[src/rtl/pipe_stage_elastic.sv]
// pipe_stage_elastic: valid/ready inter-stage register with a 2-entry skid buffer,
// synchronous flush, bubble ctrl zeroing and a saturating bubble counter.
module pipe_stage_elastic #(
    parameter int DBITS  = 96,
    parameter int CBITS  = 16,
    parameter int BCNT_W = 16
) (
    input  logic              i_clk,
    input  logic              i_rst_n,
    input  logic              i_flush,
    input  logic              i_valid,
    output logic              o_ready,
    input  logic [DBITS-1:0]  i_data,
    input  logic [CBITS-1:0]  i_ctrl,
    output logic              o_valid,
    input  logic              i_ready,
    output logic [DBITS-1:0]  o_data,
    output logic [CBITS-1:0]  o_ctrl,
    output logic [1:0]        o_occupancy,
    input  logic              i_clr_cnt,
    output logic [BCNT_W-1:0] o_bubbles
);
    localparam logic [1:0] EMPTY = 2'd0, FULL = 2'd1, SKID = 2'd2;
    logic [1:0]        state, state_nxt;
    logic [DBITS-1:0]  main_data, skid_data;
    logic [CBITS-1:0]  main_ctrl, skid_ctrl;
    logic [BCNT_W-1:0] bcnt;
    logic              in_acc, out_acc, load_main, load_skid;
    // handshake outputs come straight from the state register
    assign o_valid     = state != EMPTY;
    assign o_ready     = state != SKID;
    assign o_occupancy = state;
    assign o_data      = main_data;
    assign o_ctrl      = o_valid ? main_ctrl : '0;
    assign o_bubbles   = bcnt;
    always_comb begin
        in_acc    = i_valid & o_ready;
        out_acc   = o_valid & i_ready;
        load_main = (state == EMPTY & in_acc) | (state == FULL & in_acc & out_acc) | (state == SKID & out_acc);
        load_skid = state == FULL & in_acc & ~out_acc;
        state_nxt = i_flush ? EMPTY :
                    state == EMPTY ? (in_acc ? FULL : EMPTY) :
                    state == FULL ? (load_skid ? SKID : (out_acc & ~in_acc) ? EMPTY : FULL) :
                    (out_acc ? FULL : SKID);
    end
    always_ff @(posedge i_clk or negedge i_rst_n) begin
        if (!i_rst_n) begin
            state     <= EMPTY;
            main_data <= '0;
            main_ctrl <= '0;
            skid_data <= '0;
            skid_ctrl <= '0;
            bcnt      <= '0;
        end else begin
            state <= state_nxt;
            if (i_flush) begin
                main_ctrl <= '0;
                skid_ctrl <= '0;
            end else begin
                if (load_main) begin
                    main_data <= state == SKID ? skid_data : i_data;
                    main_ctrl <= state == SKID ? skid_ctrl : i_ctrl;
                end
                if (load_skid) begin
                    skid_data <= i_data;
                    skid_ctrl <= i_ctrl;
                end
            end
            bcnt <= i_clr_cnt ? '0 : (!o_valid && bcnt != '1) ? bcnt + 1'b1 : bcnt;
        end
    end
endmodule

[config.mk]
export PLATFORM = sky130hd
export DESIGN_NAME = pipe_stage_elastic
export DESIGN_NICKNAME = d
export VERILOG_FILES = /design/src/rtl/pipe_stage_elastic.sv
export SDC_FILE = /design/constraint.sdc
export NUM_CORES = 1
export LEC_CHECK = 0
export CAP_MARGIN = 20
export CORE_ASPECT_RATIO = 1.5
export CORE_MARGIN = 3
export CORE_UTILIZATION = 35
export CTS_BUF_LIST = sky130_fd_sc_hd__clkbuf_8 sky130_fd_sc_hd__clkbuf_16
export DETAILED_ROUTE_END_ITERATION = 8
export SLEW_MARGIN = 20
export SYNTH_ARGS = -nofsm -noshare
export SYNTH_HDL_FRONTEND = slang
export SYNTH_SLANG_ARGS = --single-unit
[constraint.sdc]
create_clock -name i_clk -period 2.1 [get_ports i_clk]
set_input_delay 0.42 -clock i_clk [delete_from_list [all_inputs] [get_ports i_clk]]
set_output_delay 0.42 -clock i_clk [all_outputs]
set_load 0.02 [all_outputs]
# --- Word-level counts from Yosys, hierarchy flattened ---
# Index checks and enable logic that the tools add are counted.
word_totals:
  register_bits: 242
op_classes:
  n_addsub: 1
  n_eq_ne: 4
  mux: 16
  bitwise: 13
  n_reduce_logical: 9
op_table:
  columns: ["operator", "count"]
  rows:
  - ["$mux W16", 8]
  - ["$mux W96", 1]
  - ["$add A16 B1 Y16 const B", 1]
  - ["$ne A16 B16 Y1 const B", 1]
  - ["$mux W2", 5]
  - ["$and A1 B1 Y1", 8]
  - ["$reduce_bool A2 Y1", 4]
  - ["$reduce_and A2 Y1", 2]
  - ["$not A1 Y1", 3]
  - ["$eq A2 B1 Y1 const B", 1]
  - ["$eq A2 B2 Y1 const B", 1]
  - ["$logic_not A2 Y1", 1]
  - ["$mux W1", 2]
  - ["$ne A2 B2 Y1 const B", 1]
  - ["$or A1 B1 Y1", 2]
  - ["$logic_and A1 B1 Y1", 1]
  - ["$logic_not A1 Y1", 1]

# --- Logic depth before layout (Yosys ltp) ---
logic_depth:
  ltp_word: 9
  depth_mapped: 8
  depth_no_buf: 5

# --- Least setup slack after synthesis ---
# OpenSTA, ideal clock, no wires.
synth_path:
  path_type: "register to register"
  startpoint: "register state[0], in the netlist o_occupancy[0]"
  endpoint: "register bcnt[8], in the netlist o_bubbles[8]"
  setup_time_ps: 125
  arrival_ps: 1798
  slack_ps: 177
  path_stages_with_launch: 7
  path_buffers: 1
  period_less_slack_ps: 1923
  path_cell_list: "dfrtp_1 -> buf_6 -> nor2_8 -> inv_2 -> or4_1 -> a21oi_1 -> mux2_2"
synth_between:
  elab_chain_cells: 4
synth_rtl:
  columns: ["element", "line", "text"]
  rows:
  - ["from (decl)", "24", "logic [1:0] state, state_nxt;"]
  - ["from (signal assigned)", "55", "state <= state_nxt;"]
  - ["$reduce_bool A2 Y1", "30", "assign o_valid = state != EMPTY;"]
  - ["$logic_not A1 Y1", "69", "bcnt <= i_clr_cnt ? '0 : (!o_valid && bcnt != '1) ? bcnt + 1'b1 : bcnt;"]
  - ["$logic_and A1 B1 Y1", "69", null]
  - ["$reduce_bool A2 Y1 (no line)", null, null]
  - ["to (signal assigned)", "69", null]
  - ["to (decl)", "27", "logic [BCNT_W-1:0] bcnt;"]
# No other way between the ends.
# A chain may end at the register's enable or synchronous reset.

# --- Worst setup path after layout ---
layout_path:
  startpoint: "register state[0], in the netlist o_occupancy[0]"
  endpoint: "output o_ready"
layout_between:
  elab_chain_cells: 1
layout_rtl:
  columns: ["element", "line", "text"]
  rows:
  - ["$ne A2 B2 Y1", "31", "assign o_ready = state != SKID;"]
  - ["to (decl)", "12", "output logic o_ready,"]
# No other way between the ends.

==> impl_metrics.py <==
metrics = {
    "sta": {
        "hold_violations": 0,
        "fmax_ghz": 0.4932,
        "setup_violations": 0,
        "final.setup.tns_ns": 0,
        "period_share": 0.9656,
        "skew_ns": 0.008719,
        "rsz0062_at_grt": "false",
        "finalCriticalPeriod_ns": 2.028,
        "tightest_slew_ns": 0.5077,
        "maxSlewHeadroom": 0.6615,
        "final.setup.worst_slack_ns": 0.07231,
        "final_max_slew_viol_count": 0,
    },
    "clock_tree": {
        "htreeDepth": 1,
        "cts.path.max_buffers": 3,
        "clock-sinks": 242,
        "cts_tree": "done",
        "cts_root_buf": "clkbuf_16",
        "cts_buffers": 26,
        "clock_latency_ns": 0.53,
        "cts.clk_slew.worst_paths_ns": 0.06,
    },
    "worst_setup_path": {
        "criticalPathCategory": "reg -> out",
        "slowest_delay_ns": 0.44,
        "r2r-start": "o_occupancy[1]$_DFF_PN0_",
        "worstPathMaxFanout": 6,
        "worstPathRequired_ns": 1.68,
        "critPathLaunchType": "flip-flop",
        "worstPathArrival_ns": 1.61,
        "path_cells": "buf_4 > nand2b_4 > clkdlybuf4s15_2",
        "cp-end-kind": "output pin",
        "cp-startpoint": "o_occupancy[0]$_DFF_PN0_",
        "cp_slowest_cell": "dfrtp_2",
    },
    "placed_design": {
        "routabilityCongestion": 0.7357,
        "dp.cells": 1410,
        "portBuffers": 249,
        "dp_slack_ns": -0.2466,
        "place.detailed.hpwl_um": 19430,
        "dpl-instance-area_um2": 14410,
    },
    "final_layout": {
        "nFillCells": 2834,
        "layout-drive-gt1-share": 0.4059,
        "multi_input_area_um2": 4631,
        "fin_area_um2": 15230,
        "final_nets": 1154,
        "seqCellArea_um2": 6058,
        "synthToLayoutAreaGrowth_pct": 37.56,
        "layoutNonFillerInstCount": 1459,
    },
    "floorplanning": {
        "core_um2": 31140,
        "die_y_um": 223.9,
        "io_pins": 250,
        "row_count": 79,
        "initial_utilization": 0.3557,
        "dieArea_um2": 33850,
        "die_x_um": 151.2,
    },
    "synth": {
        "yosys-top-cells-area": "dfrtp_1 55%, mux2_2 26%, mux2_4 5.4%, mux2i_1 1.7%, a22o_1 1.3%",
        "ys_seq_elements": 242,
        "seq_area_frac_synth": 0.5468,
        "synth-edff-count": 0,
        "netlist-cell-type-count": 42,
        "synth_top_area_cell": "dfrtp_1",
        "synthMostInstantiatedCell": "mux2_2",
        "avgSynthCellArea_um2": 14.86,
        "synthCells": 745,
        "async_flop_share": 1.000,
        "synth_ff_type": "dfrtp_1",
        "syn_nets": 864,
        "synth_top_cell_area_share": 0.5468,
        "yosys-top-cells-count": "256 x mux2_2, 242 x dfrtp_1, 40 x mux2_4",
        "yosys_warnings": 0,
        "synth_area_um2": 11070,
    },
    "drt": {
        "remaining_drc_errors": 0,
        "drt-total-wl_um": 27000,
        "dr.pass1.iters": 4,
        "viasPerCell": 4.857,
        "via_count": 7087,
        "drt-wirelength-per-cell_um": 18.51,
        "drt_iter0_markers": 181,
        "ant_nets": 0,
    },
    "grt": {
        "grt_max_degree": 60,
        "antenna_found_initial": 2,
        "grt_pass1_wl_um": 43150,
        "gr-total-overflow": 0,
        "grt_util_all_layers": 0.1591,
        "first_global_vias": 7746,
    },
    "power_and_ir_drop": {
        "power.density_nw_per_um2": 915.9,
        "leakagePower_nw": 6.792,
        "ir_drop_mv": 0.6555,
        "power.total_w": 0.01395,
    },
    "run": {
        "max_cap_viol_count": 0,
    },
    "run_status": {
        "status": "finished clean",
    },
    "hold_path": {
        "hold_class": "in -> async",
    },
}
layout by cell type, fill, tap and decap left out, types with 3 or more instances in the layout:
cell	Yosys	layout
dlygate4sd2_1	0	5
clkbuf_16	0	27
nand2_1	8	8
mux2i_1	19	19
clkbuf_8	0	8
a22o_1	16	16
clkdlybuf4s50_1	0	220
dlymetal6s2s_1	0	6
buf_4	17	38
inv_1	5	9
nand4_1	5	5
nor2b_1	8	8
clkinv_2	0	4
buf_2	6	16
and3_1	3	3
or4_1	5	5
mux2_4	40	40
and2_1	17	17
dfrtp_1	242	240
a21oi_1	15	15
buf_12	5	21
nand3_1	4	4
o31ai_1	3	3
mux2_2	256	256
o2bb2ai_1	16	16
nor2_1	13	13
logic make-up (layout without fill, tap and decap cells):
group | count (synthesis) | count (layout) | share of synthesized area
buf+inv | 53 | 360 | 0.03649
mux | 315 | 315 | 0.3317
fa+ha+maj | 1 | 1 | 0.001130
simple gates | 76 | 76 | 0.04395
compound gates | 58 | 58 | 0.03988
flops | 242 | 242 | 0.5468
other cells | 0 | 2 | 0
routing by layer:
metal | routed length [um] | vias to the layer above | global-route usage
met4 | 695 | 0 | 0.05445
met5 | 0 | - | 0
met2 | 14120 | 178 | 0.2835
li1 | - | 3290 | -
met1 | 10610 | 3581 | 0.1870
met3 | 1566 | 38 | 0.03522
timing repair:
action | 4_1_cts | 5_1_grt
hold endpoints to repair | 50 | 0
cloned | 0 | 0
hold buffers | 1 | 0
resized for setup | 69 | 13
pin swaps | 1 | 1
setup endpoints to repair | 22 | 13
buffers inserted | 1 | 0
stage by stage:
| step | hold slack [ns] | util |
|---|---|---|
| final | 0.4229 | 0.4893 |
| after global routing | 0.4379 | 0.4893 |
| after CTS | 0.4439 | 0.4900 |
| after detailed placement | 0.4081 | 0.4628 |
| after global placement | 0.4056 | 0.4628 |
| after floorplan | 0.1244 | - |
final cells by class:
cell class                      instances  share of cell area
Clock buffer                           35             0.05158
Multi-Input combinational cell        450              0.3040
Inverter                                6            0.001807
Sequential cell                       242              0.3977
Antenna cell                            2           0.0003285
Tap cell                              405             0.03326
Clock inverter                         10            0.005010
Timing Repair Buffer                  309              0.2063
critical path, delay by kind of cell (launching register included):
| kind | cells | cell delay [ns] |
|---|---|---|
| buffers and inverters | 2 | 0.44 |
| DFF | 1 | 0.44 |
| and+or+nand+nor | 1 | 0.20 |
path summary, 6_finish.rpt:
kind | slack, ns | cells past startpoint | end
max | 0.07 | 3 | o_ready
min reg2reg | 0.48 | 1 | main_ctrl[2]$_DFFE_PN0P_
max in group asynchronous | 1.04 | 3 | o_data[18]$_DFFE_PN0P_
min | 0.42 | 2 | skid_data[88]$_DFFE_PN0P_
max reg2reg | 0.14 | 7 | o_data[68]$_DFFE_PN0P_
min in group i_clk | 0.48 | 1 | main_ctrl[2]$_DFFE_PN0P_
sequential cells by signal, indices dropped and copies added (netlist names):
name         cells
skid_ctrl       16
o_occupancy      2
skid_data       96
o_bubbles       16
main_ctrl       16
o_data          96
report_power, final:
part	internal, W	leakage, nW	switching [W]
combinational	0.00194	3.36	0.00134
sequential	0.00561	2.99	0.000496
clock	0.00272	0.447	0.00184
total	0.0103	6.79	0.00368
(Power assumes the default switching activity.)
